**src/rtl/lnrv_mem_loader.sv**
```systemverilog
// lnrv_mem_loader: packs a byte stream little-endian into RAM words and holds the core in reset until the image is loaded.
// Ports: clk/reset (sync, active-high); start + byte_len begin a load at word 0;
//   s_valid/s_ready/s_data byte stream; ram_cs/ram_we/ram_wem/ram_addr/ram_wdata RAM write port;
//   busy (LOAD/FLUSH/HOLD), done (RUN), err (sticky overflow), cpu_reset_n (active-low core reset).
// Define LNRV_MEM_LOADER_CHKSUM_EN to add chksum[31:0], the wrapping sum of all accepted bytes.
module lnrv_mem_loader #(
  parameter int P_ADDR_WIDTH = 16,
  parameter int P_DATA_WIDTH = 32,
  parameter int P_LEN_WIDTH  = 24,
  parameter int P_RST_DELAY  = 5
) (
  input  logic                      clk,
  input  logic                      reset,
  input  logic                      start,
  input  logic [P_LEN_WIDTH-1:0]    byte_len,
  input  logic                      s_valid,
  output logic                      s_ready,
  input  logic [7:0]                s_data,
  output logic                      ram_cs,
  output logic                      ram_we,
  output logic [P_DATA_WIDTH/8-1:0] ram_wem,
  output logic [P_ADDR_WIDTH-1:0]   ram_addr,
  output logic [P_DATA_WIDTH-1:0]   ram_wdata,
  output logic                      busy,
  output logic                      done,
  output logic                      err,
`ifdef LNRV_MEM_LOADER_CHKSUM_EN
  output logic [31:0]               chksum,
`endif
  output logic                      cpu_reset_n
);
  localparam int NB = P_DATA_WIDTH / 8;
  localparam int LW = NB > 1 ? $clog2(NB) : 1;
  localparam int DW = P_RST_DELAY > 1 ? $clog2(P_RST_DELAY) : 1;
  typedef enum logic [2:0] {IDLE, LOAD, FLUSH, HOLD, RUN} state_t;
  state_t state_q, state_d;
  logic [P_LEN_WIDTH-1:0] len_q, cnt_q;
  logic [LW-1:0] lane_q;
  logic [NB-1:0] mask_q, mask_m, ram_wem_q;
  logic [P_DATA_WIDTH-1:0] pack_q, pack_m, ram_wdata_q;
  // one extra bit so reaching 2**P_ADDR_WIDTH is visible instead of wrapping to 0
  logic [P_ADDR_WIDTH:0] addr_q;
  logic [P_ADDR_WIDTH-1:0] ram_addr_q;
  logic [DW-1:0] dly_q;
  logic s_ready_q, ram_cs_q, busy_q, done_q, err_q, cpu_rst_n_q;
  logic [31:0] chksum_q;
  logic go, acc, last, wr, ovf;
  always_comb begin
    go = start && (state_q == IDLE || state_q == RUN);
    acc = state_q == LOAD && s_ready_q && s_valid;
    last = cnt_q + P_LEN_WIDTH'(1) == len_q;
    wr = acc && (lane_q == LW'(NB - 1) || last);
    ovf = addr_q[P_ADDR_WIDTH];
    pack_m = pack_q;
    mask_m = mask_q;
    for (int i = 0; i < NB; i++)
      if (lane_q == LW'(i)) begin
        pack_m[i*8 +: 8] = s_data;
        mask_m[i] = 1'b1;
      end
    state_d = go ? (byte_len != '0 ? LOAD : HOLD) :
              (acc && last) ? FLUSH :
              state_q == FLUSH ? HOLD :
              (state_q == HOLD && dly_q == DW'(P_RST_DELAY - 1)) ? RUN : state_q;
  end
  always_ff @(posedge clk) begin
    if (reset) begin
      state_q <= IDLE;
      len_q <= '0;
      cnt_q <= '0;
      lane_q <= '0;
      mask_q <= '0;
      pack_q <= '0;
      addr_q <= '0;
      dly_q <= '0;
      s_ready_q <= 1'b0;
      ram_cs_q <= 1'b0;
      ram_wem_q <= '0;
      ram_addr_q <= '0;
      ram_wdata_q <= '0;
      busy_q <= 1'b0;
      done_q <= 1'b0;
      err_q <= 1'b0;
      cpu_rst_n_q <= 1'b0;
      chksum_q <= '0;
    end else begin
      state_q <= state_d;
      s_ready_q <= state_d == LOAD;
      busy_q <= state_d inside {LOAD, FLUSH, HOLD};
      done_q <= state_d == RUN;
      cpu_rst_n_q <= state_d == RUN;
      dly_q <= state_q == HOLD ? dly_q + DW'(1) : '0;
      ram_cs_q <= wr && !ovf;
      ram_wem_q <= (wr && !ovf) ? mask_m : '0;
      ram_wdata_q <= (wr && !ovf) ? pack_m : '0;
      if (wr && !ovf) ram_addr_q <= addr_q[P_ADDR_WIDTH-1:0];
      if (go) begin
        len_q <= byte_len;
        cnt_q <= '0;
        lane_q <= '0;
        mask_q <= '0;
        pack_q <= '0;
        addr_q <= '0;
        err_q <= 1'b0;
        chksum_q <= '0;
      end else if (acc) begin
        cnt_q <= cnt_q + P_LEN_WIDTH'(1);
        chksum_q <= chksum_q + 32'(s_data);
        lane_q <= wr ? '0 : lane_q + LW'(1);
        mask_q <= wr ? '0 : mask_m;
        pack_q <= wr ? '0 : pack_m;
        // once past the top word the address saturates; later words are dropped
        if (wr) addr_q <= ovf ? addr_q : addr_q + (P_ADDR_WIDTH + 1)'(1);
        if (wr && ovf) err_q <= 1'b1;
      end
    end
  end
  assign s_ready = s_ready_q;
  assign ram_cs = ram_cs_q;
  assign ram_we = ram_cs_q;
  assign ram_wem = ram_wem_q;
  assign ram_addr = ram_addr_q;
  assign ram_wdata = ram_wdata_q;
  assign busy = busy_q;
  assign done = done_q;
  assign err = err_q;
  assign cpu_reset_n = cpu_rst_n_q;
`ifdef LNRV_MEM_LOADER_CHKSUM_EN
  assign chksum = chksum_q;
`else
  logic unused_chk;
  assign unused_chk = ^chksum_q;
`endif
endmodule
```
**config.mk**
```make
export PLATFORM = sky130hd
export DESIGN_NAME = lnrv_mem_loader
export DESIGN_NICKNAME = d
export VERILOG_FILES = /design/src/rtl/lnrv_mem_loader.sv
export SDC_FILE = /design/constraint.sdc
export NUM_CORES = 1
export LEC_CHECK = 0
export ABC_AREA = 1
export CAP_MARGIN = 20
export CORE_MARGIN = 10
export CORE_UTILIZATION = 30
export DETAILED_ROUTE_END_ITERATION = 16
export GPL_TIMING_DRIVEN = 0
export PLACE_DENSITY_LB_ADDON = 0.2
export SLEW_MARGIN = 20
export SYNTH_ARGS = -nofsm -noshare
export SYNTH_HDL_FRONTEND = slang
export SYNTH_SLANG_ARGS = --single-unit
export TNS_END_PERCENT = 30
```
**constraint.sdc**
```tcl
create_clock -name clk -period 2.44 [get_ports clk]
set_input_delay 0.366 -clock clk [delete_from_list [all_inputs] [get_ports clk]]
set_output_delay 0.366 -clock clk [all_outputs]
set_load 0.005 [all_outputs]
```
Yosys cells after proc, flatten, opt, wreduce, memory -nomap -nowiden
Index checks and enable logic that the tools add are counted.

Output and inout port bits: 59. Memories: 0. Bits of input ports: 36. Bits in writable memories: 0. Word-level logic and storage cells: 75. Latch bits: 0. Memory bits (read-only): 0. Register bits after elaboration: 166.

Equality and inequality tests: 13. Multipliers: 0. Add/sub/neg operators: 4. Muxes and demuxes: 17. Reductions and logical operators: 21. Bitwise operators: 3. Shift operators: 0. Divide/modulo/power cells: 0. $lt $le $gt $ge: 0.

Operator list (number): $mux W32 (1); $mux W8 (4); $add A24 B1 Y24 const B (1); $eq A24 B24 Y1 (1); $reduce_bool A24 Y1 (1); $add A17 B1 Y17 const B (1); $mux W17 (1); $eq A3 B2 Y1 const B (4); $mux W3 (4); $eq A3 B3 Y1 const B (3); $logic_and A1 B1 Y1 (8); $eq A3 B1 Y1 const B (2); $reduce_or A2 Y1 (3); $eq A2 B2 Y1 const B (2); $mux W1 (4); $mux W2 (2); $mux W4 (1); $reduce_and A2 Y1 (2); $add A3 B1 Y3 const B (1); $logic_not A3 Y1 (1); $not A1 Y1 (3); $reduce_and A3 Y1 (1); $reduce_bool A3 Y1 (1); $add A2 B1 Y2 const B (1); 4 further kinds (5).

Longest topological paths before layout
Word-level depth: 8. Gate-level depth with buffers: 19. Depth with buffers taken out: 18.

Worst setup path after synthesis
OpenSTA, ideal clock, no wires.

Path kind: register to register. From: register cnt_q[0]. To: register ram_addr_q[11], in the netlist ram_addr[11]. Clock period less this slack: 2.222 ns. Path slack: 0.218 ns. Required time: 2.329 ns. Cell stages (with the launch flop): 18. Buffers on the path: 1. Data arrival time: 2.111 ns. Setup time: 0.111 ns. Path through: dfxtp_1 -> ha_1 -> nand2_2 -> nor2_4 -> nand2_2 -> nor2_4 -> nand3_1 -> nand3_1 -> nand2_1 -> nor2_1 -> nand2_1 -> nor2_1 -> nand3_1 -> nand2_1 -> buf_2 -> nand3_1 -> nand2_1 -> nor2_1.

Cells in the longest elaborated chain, start to end: 5.

RTL lines: start, declared (line 37) `logic [P_LEN_WIDTH-1:0] len_q, cnt_q;`; start signal, assigned (line 107) `cnt_q <= cnt_q + P_LEN_WIDTH'(1);`; $add A24 B1 Y24 (line 51) `last = cnt_q + P_LEN_WIDTH'(1) == len_q;`; $eq A24 B24 Y1 (line 51); $logic_or A1 B1 Y1 (line 52) `wr = acc && (lane_q == LW'(NB - 1) || last);`; $logic_and A1 B1 Y1 (line 52); $logic_and A1 B1 Y1 (line 96) `if (wr && !ovf) ram_addr_q <= addr_q[P_ADDR_WIDTH-1:0];`; end signal, assigned (line 96); end, declared (line 43) `logic [P_ADDR_WIDTH-1:0] ram_addr_q;`.

Every way passes these cells. A chain may end at the register's enable or synchronous reset.

Worst setup path in the final report
From: register cnt_q[0]. To: register cnt_q[18].

Cells in the longest elaborated chain, start to end: 1.

RTL lines (line): $add A24 B1 Y24 (107).

Every way passes these cells.

==> flow_summary.yaml <==
cells_and_area:
  syn_to_final_growth_pct: 32.76
  multi_input_area_mm2: 0.004170
  final-seq-area_mm2: 0.003339
  fill_cells: 2721
  final_cell_mix: "nand2_1 (260), dfxtp_1 (157), inv_1 (146), nand3_1 (130), nor2_1 (96)"
  instances_no_fill: 1687
  finish.utilization: 0.4081
  final_common_cell: "nand2_1"
  antenna_cells: 0
  drive_above_1_share: 0.1413
  nets: 1383
clock_network:
  postCtsHoldBufs: 0
  clock_tree.buffer_depth: 2
  clkTransAtPathRegs_ps: 80
  root_buffer: "clkbuf_16"
  cts_made_buffers: 17
  numClockSinks: 166
  clock_latency_ps: 440
  cts_htree_levels: 4
  cts_tree: "done"
power_and_ir_drop:
  totalPowerFinal_mw: 6.062
  p_per_area_mw_per_mm2: 566.9
  leakage_nw: 4.300
  ir_worst_vdd_mv: 0.4036
sta:
  whs_ps: 455.9
  rsz0062_at_grt: "yes"
  final.setup_skew_ps: 12.65
  fin_crit_sh: 1.067
  worst_slack_ps: -164.5
  report.final.slew_viol_count: 0
  max_freq_ghz: 0.3840
  setup_viol: 96
  tightest_slew_ps: 759.1
  finalHoldViolations: 0
  timing.final.crit_period_ps: 2604
  relSlewSlack: 0.4939
setup_path:
  crit_type: "reg2reg"
  critPathMaxFanout: 7
  start_kind: "flip-flop"
  crit_required_ps: 2810
  cp_data_arrival_time_ps: 2970
  critPathCaptureType: "flip-flop"
synth:
  ys_ff_latch: 166
  synth_cell_type_count: 31
  synth_warnings: 0
  synth_top_cell_by_area: "dfxtp_1"
  avgSynthCellArea_um2: 6.775
  yosys-top-cells-area: "dfxtp_1 (41%), nand2_1 (13%), nand3_1 (8.7%), inv_1 (6.8%), a21oi_1 (5.3%)"
  ys_seq_area_frac: 0.4126
  synth_area_mm2: 0.008055
  syn_inst: 1189
  synth_top_area_share: 0.4126
  syn-num-nets: 1233
die:
  die_area_mm2: 0.03380
  io_pins: 95
  row_count: 59
  fp.coreArea_mm2: 0.02621
  die_y_um: 183.9
  die_w_um: 183.9
  initial_utilization: 0.3074
placed_design:
  dp_slack_ps: -512.8
  dp_cells: 1618
  io_buffer_count: 94
  place_hpwl_mm: 18.50
  place.gp.congestion: 0.8858
detailed_routing:
  vias: 8094
  first_iter_violations: 593
  wire_per_inst_um: 15.28
  routed_wl_mm: 25.77
  drc: 0
  drt_pass1_iterations: 5
  via_per_inst: 4.798
  ant_nets: 0
global_routing:
  overflow: 0
  grt.total_usage: 0.1505
  antenna_found_initial: 0
  grt_max_degree: 19
  grt_pass1_wl_mm: 40.64
  grt_pass1_vias: 7760
worst_hold_path:
  hp-class: "reg2reg"
run_status:
  violations: "setup timing"
  status: "finished with violations"
job:
  maxCapViolCount: 0
[critical path: stages, from the launching register on]
cell and delay, ps:
dfxtp_4 380, ha_4 160, nand2_4 60, nor2_4 240, nand2_2 130, nor2_4 180, nand3_2 120, buf_4 150
buf_4 120, buf_4 120, buf_4 120, buf_4 120, buf_4 120, buf_4 120, buf_4 120, buf_4 120
a31oi_1 140
[repair_timing]
| action | in CTS | in global routing |
|---|---|---|
| gates cloned | 2 | 2 |
| setup endpoints to repair | 114 | 126 |
| pin swaps | 19 | 16 |
| gates resized for setup | 65 | 45 |
| buffers inserted | 25 | 8 |
[cell usage after synthesis, drive strengths merged]
master    n
dfxtp   166
a21oi    86
o211ai    5
nor2    154
ha        8
a31oi     4
clkbuf   35
xor2     15
o21ai    82
buf      20
nor4      9
clkinv    1
and2      2
nand4    11
nor3     13
nand3b    5
inv     149
and3      1
nand2   276
nor3b     1
xnor2     2
nand3   144
[routing by layer]
layer / wire length (um) / GRT usage / share of wire / up-vias
li1: - / - / - / 4114
met1: 12020 / 0.1950 / 0.47 / 3764
met2: 11790 / 0.2415 / 0.46 / 188
met3: 1583 / 0.03874 / 0.061 / 28
met4: 383 / 0.04195 / 0.015 / 0
met5: 0 / 0 / 0 / -
[cells by family (layout without fill, tap and decap cells)]
logic type	Yosys count	count (layout)	share of synthesized area
adders and majority gates	8	8	0.01243
xor gates and xnor gates	17	17	0.01848
buffers and inverters	205	367	0.1016
DFF	166	166	0.4126
AOI/OAI and AO/OA	177	177	0.1121
and+or+nand+nor	616	617	0.3428
[final timing paths]
check	startpoint	end	slack, ps	cells after the start
hold reg to reg	dly_q[0]	dly_q[0]	460	1
hold / removal	dly_q[0]	dly_q[0]	460	1
setup / recovery	cnt_q[0]	cnt_q[18]	-160	16
setup reg to reg	cnt_q[0]	cnt_q[18]	-160	16
[layout make-up]
type / count / share of cell area
Clock buffer: 17 / 0.03978
Sequential cell: 166 / 0.3123
Inverter: 150 / 0.05382
Tap cell: 335 / 0.03920
Timing Repair Buffer: 130 / 0.1178
Clock inverter: 15 / 0.01661
Buffer: 55 / 0.03054
Multi-Input combinational cell: 819 / 0.3900
[state kept, by name (all words and copies together), names as in the netlist, 2 cells and up]
name,count
pack_q,32
ram_addr,16
len_q,24
state_q,3
addr_q,17
mask_q,4
dly_q,3
lane_q,2
ram_wem,4
cnt_q,24
ram_wdata,32
[through the flow]
| step | cell area, um2 | setup TNS [ps] |
|---|---|---|
| 2_1_floorplan | 8055 | 0 |
| 3_3_place_gp | 9415 | -44200 |
| 3_5_place_dp | 9415 | -46010 |
| 4_1_cts | 10470 | -4776 |
| 5_1_grt | 10690 | -22580 |
| 6_report | 10690 | -8759 |
[power breakdown]
part | internal [mW] | leakage (nW) | total [mW] | switching [mW]
Combinational | 0.168 | 2.65 | 0.464 | 0.296
Sequential | 2.76 | 1.35 | 2.80 | 0.0397
Clock | 1.48 | 0.299 | 2.80 | 1.32
Total | 4.40 | 4.30 | 6.06 | 1.66
No activity file was read; power rests on OpenSTA's default activity.
==> edit 1, RTL diff (config.mk and constraints unchanged) <==
The option `LNRV_MEM_LOADER_CHKSUM_EN` is turned on by a define.
--- a/src/rtl/lnrv_mem_loader.sv
+++ b/src/rtl/lnrv_mem_loader.sv
@@ -4,4 +4,6 @@
 //   busy (LOAD/FLUSH/HOLD), done (RUN), err (sticky overflow), cpu_reset_n (active-low core reset).
 // Define LNRV_MEM_LOADER_CHKSUM_EN to add chksum[31:0], the wrapping sum of all accepted bytes.
+`define LNRV_MEM_LOADER_CHKSUM_EN
+
 module lnrv_mem_loader #(
   parameter int P_ADDR_WIDTH = 16,
Function (old outputs only; new: chksum): kept (Yosys induction, for registers that start in step).
==> edit 1 against the unedited design <==
  * The run still ends with negative setup slack left
  * Area after synthesis rose by 21%
  * Hold slack got worse by 9.2 ps
  * Cell area rose by 23%
  * Setup slack got worse by 210 ps
  * Global-route usage rose by 0.40 points
  * Sequential cell count rose by 32
  * Power rose by 13%
  * Core utilization rose by 0.50 points
  * Wire length rose by 25%
  * Critical path type unchanged
  * Largest cell class unchanged
  * Largest power group unchanged
==> edit 1: results (changes against the unedited design) <==
Synthesis
  • Post-synth ARST share: 0 (unchanged)
  • Net count after synthesis: 1478 (+20%)
  • Distinct cells, synth: 34 (+9.7%)
  • Ys Warns: 0 (unchanged)
  • Ys flop type: dfxtp_1
  • Dominant cells by area after synthesis: dfxtp_1 41%, nand2_1 11%, nand3_1 8.0%
  • Most frequent cells after synthesis: 290 x nand2_1, 198 x dfxtp_1, 179 x inv_1
  • Post-synthesis sequential area ratio: 0.407 (-0.00603)

Placement
  • Dpl cell area: 11600 sq um (+23%)
  • Port Buffers: 126 (+34%)
  • Post-DP HPWL: 23900 microns (+29%)
  • Placer Congestion: 0.920 (+3.9%)

Power and ir drop
  • NetSw: 1.83 mW (+10%)
  • Leakage: 5.16 nW (+20%)
  • Worst VDD drop: 0.499 mV (+24%)

Clock tree
  • Clk buf depth: 2 (unchanged)
  • CTS Buf Count: 17 (unchanged)
  • Clk root buf: clkbuf_16
  • CTS H-Tree Depth: 4 (unchanged)
  • Clk_lat worst skew: 460 ps (+20 ps)

Run status
  • Outcome: complete, but fails checks
  • Failing checks: negative setup slack

Global route
  • Largest net degree at the start of global routing: 20 (+1)
  • Total global-route track usage: 0.155 (+0.00402)
  • Antenna violations before repair: 0 (unchanged)
  • First-pass GRT wire length: 50100 microns (+23%)
  • Vias in the first global route: 9085 (+17%)

Routing
  • DR WL/cell: 15.7 microns (+2.9%)
  • Number of vias per cell: 4.78 (-0.46%)
  • Iter 0 DRT Violations: 733 (+24%)
  • Drt first pass iters: 6 (+1)

Worst hold path
  • Hold Path Depth: 1 (unchanged)
  • Hold Path Sink: dly_q[0]
  • Hold wc startpoint: dly_q[0]
  • Type of the worst min-delay path: reg2reg

STA
  • Clock skew: 17.0 ps (+4.31 ps)
  • # setup viols final: 108 (+13%)
  • Setup_tns: -22490 ps (-13740 ps)
  • Relative slew slack: 0.374 (-0.120)
  • Worst setup slack after layout: -371 ps (-207 ps)
  • Worst Hold Slack: 447 ps (-9.19 ps)

Critical path
  • Critical R2R Launch: cnt_q[1]
  • R2R Path End: ram_wdata[27]
  • CP delay by family, top: simple AND/OR/NAND/NOR gates
  • Max FO, Critical Path: 6 (-1)
  • Cells on worst reg2reg path: 16 (unchanged)
  • CP max stage delay: 380 ps (about the same)
  • Critical path's slowest cell: dfxtp_4

Finish
  • Ant. Diodes: 0 (unchanged)
  • Layout cell share with drive strength beyond 1: 0.151 (+0.00978)
  • Nets: 1662 (+20%)
edit 1: final cells by class:
cell class / count / area (sq um)
Fill cell: 3278 / 18700
Multi-Input combinational cell: 983 / 5290
Sequential cell: 198 / 4000
Timing Repair Buffer: 164 / 1630
Inverter: 185 / 707
Tap cell: 435 / 544
Clock buffer: 17 / 425
Buffer: 59 / 347
Clock inverter: 15 / 189
Timing Repair inverter: 1 / 7.51
edit 1: kinds of logic after synthesis:
logic type | synth area share
buffers and inverters | 0.0988
adders and majority gates | 0.0226
AOI/OAI and AO/OA | 0.124
DFF | 0.407
and+or+nand+nor | 0.324
xor gates and xnor gates | 0.0243
edit 1: power by group through the flow:
| stage | clock [mW] | sequential (mW) | combinational (mW) |
|---|---|---|---|
| finish | 2.99 | 3.32 | 0.559 |
| global route | 3.18 | 3.33 | 0.623 |
| CTS | 3.06 | 3.32 | 0.539 |
| detailed placement | 0 | 3.40 | 0.525 |
| global placement | 0 | 3.40 | 0.524 |
| floorplan | 0 | 3.38 | 0.309 |
edit 1: layer usage:
layer / vias to the layer above / routed length (microns) / global-route usage
met5: - / 0 / 0
met4: 0 / 569 / 0.0419
met3: 36 / 2010 / 0.0403
met2: 276 / 14200 / 0.238
met1: 4520 / 15500 / 0.209
li1: 4992 / - / -
edit 1: through the flow:
| step | setup slack, ps | std cells |
|---|---|---|
| floorplan | 34.1 | 1425 |
| global placement | -1070 | 1986 |
| detailed placement | -1100 | 1986 |
| CTS | -250 | 2046 |
| global route | -478 | 2057 |
| finish | -371 | 2057 |
edit 1: worst max path at each step:
stage              start       endpoint  slack (ps)  cells past startpoint
4_1_cts         cnt_q[0]  ram_wdata[27]        -250                     18
3_3_place_gp   s_data[1]     chksum[28]       -1070                     14
3_5_place_dp   s_data[1]     chksum[28]       -1100                     14
5_1_grt         cnt_q[1]  ram_wdata[27]        -480                     19
6_report        cnt_q[1]  ram_wdata[27]        -370                     16
2_1_floorplan  s_data[0]     chksum[28]          30                     14
edit 1: repair_timing:
action	4_1_cts	5_1_grt
setup buffers	25	8
pin swaps	19	41
setup endpoints to repair	142	154
gates resized for setup	83	96
endpoints found under the hold margin	0	0
cloned	3	3
edit 1: worst register-to-register path, delay by kind of cell (launching register included):
| kind | cells | cell delay (ps) |
|---|---|---|
| flip-flops | 1 | 380 |
| adder cells (fa/ha/maj) | 1 | 160 |
| buffers and inverters | 2 | 420 |
| AND/OR/NAND/NOR | 13 | 1770 |
==> edit 2, RTL diff (same flow settings) <==
Without the edit above. Make the reset (`reset`) asynchronous in one clocked block.
--- a/src/rtl/lnrv_mem_loader.sv
+++ b/src/rtl/lnrv_mem_loader.sv
@@ -64,5 +64,5 @@
               (state_q == HOLD && dly_q == DW'(P_RST_DELAY - 1)) ? RUN : state_q;
   end
-  always_ff @(posedge clk) begin
+  always_ff @(posedge clk or posedge reset) begin
     if (reset) begin
       state_q <= IDLE;
Function: differs if reset is asserted again (counterexample within 4 cycles, from zero or initial values and one cycle with reset high); with reset held inactive, the same outputs for 10 cycles.
==> edit 2 against the unedited design <==
  * Cell area is 0.13% higher
  * Global-route usage fell by 1.2 points
  * Via count down 14%
  * Highest routed layer unchanged
  * The run still ends with negative setup slack left
  * Setup slack better by 47 ps
  * Area after synthesis is 0.73% lower
  * Wire length decreased by 12%
  * Sequential cell count did not move
  * First-iteration DRC count is 18% lower
  * Critical endpoint is now ram_addr[1]
Power is not compared: it rests on default switching activity, and its combinational part moved more than twofold at a synthesized area within 25%.
==> edit 2: results (changes against the unedited design) <==
Synthesis
  • Distinct cells, synth: 39 (+26%)
  • Ys flop type: dfrtp_1
  • Most frequent cells after synthesis: 302 x nand2_1, 166 x dfrtp_1, 109 x inv_1
  • Net count after synthesis: 1043 (-15%)
  • Post-synthesis sequential area ratio: 0.519 (+0.107)

Global route
  • Met1 Usage GRT: 0.193 (-0.00204)
  • Total global-route track usage: 0.138 (-0.0123)
  • Met3 usage in global routing: 0.0358 (-0.00296)
  • Routing usage on met2: 0.212 (-0.0298)

Placement
  • Worst slack, placed: -897 ps (-384 ps)
  • Post-DP HPWL: 16700 microns (-9.9%)

STA
  • Worst setup slack after layout: -117 ps (+47.0 ps)
  • Relative slew slack: 0.369 (-0.125)
  • Clock skew: 12.2 ps (-0.460 ps)
  • # setup viols final: 83 (-14%)

Routing
  • Wire length on met2: 10200 microns (-14%)
  • WL met1: 11200 microns (-6.9%)
  • DR vias: 6947 (-14%)

Critical path
  • CP max stage delay: 400 ps (+20 ps)
  • R2R Path End: ram_addr[1]
  • Critical path's slowest cell: dfrtp_1
  • Cells on worst reg2reg path: 21 (+5)

Run status
  • Failing checks: negative setup slack
  • Outcome: complete, but fails checks

Finish
  • Nets: 1181 (-15%)
==> edit 2: kinds of logic (layout without fill, tap and decap cells) <==
group | Yosys count | after routing | synth area share
adder cells (fa/ha/maj) | 8 | 8 | 0.0125
XOR/XNOR | 8 | 8 | 0.0105
buffers and inverters | 148 | 298 | 0.0760
flip-flops | 166 | 166 | 0.519
AND/OR/NAND/NOR | 518 | 518 | 0.281
AO/OA/AOI/OAI | 151 | 151 | 0.100
==> edit 2: layout make-up <==
class | instances | area (sq um) | area share
sequential | 166 | 4160 | 0.388
multi-input combinational | 685 | 3550 | 0.331
timing repair buffer | 119 | 1280 | 0.119
inverter | 114 | 434 | 0.0405
clock buffer | 17 | 425 | 0.0397
tap | 335 | 419 | 0.0391
buffer | 34 | 249 | 0.0233
clock inverter | 14 | 198 | 0.0185
==> edit 2: how the worst min path moves through the flow <==
stage                 to  slack [ps]       from  cells after the start
2_1_floorplan   dly_q[0]         430   dly_q[0]                      1
3_3_place_gp    dly_q[0]         450   dly_q[0]                      1
3_5_place_dp   addr_q[6]         470  addr_q[6]                      2
4_1_cts         len_q[3]         260      reset                      2
5_1_grt         len_q[3]         280      reset                      2
6_report        len_q[3]         260      reset                      2
==> edit 2: repair_timing <==
| item | 4_1_cts | 5_1_grt |
|---|---|---|
| gates cloned | 2 | 0 |
| resized for setup | 65 | 50 |
| pin swaps | 16 | 16 |
| setup endpoints to repair | 133 | 116 |
| hold endpoints to repair | 0 | 0 |
| buffers inserted | 12 | 5 |
==> edit 2: where the power goes <==
part / switching [mW] / internal (mW)
clock network: 1.17 / 1.72
logic: 1.51 / 1.04
registers: 0.347 / 3.29
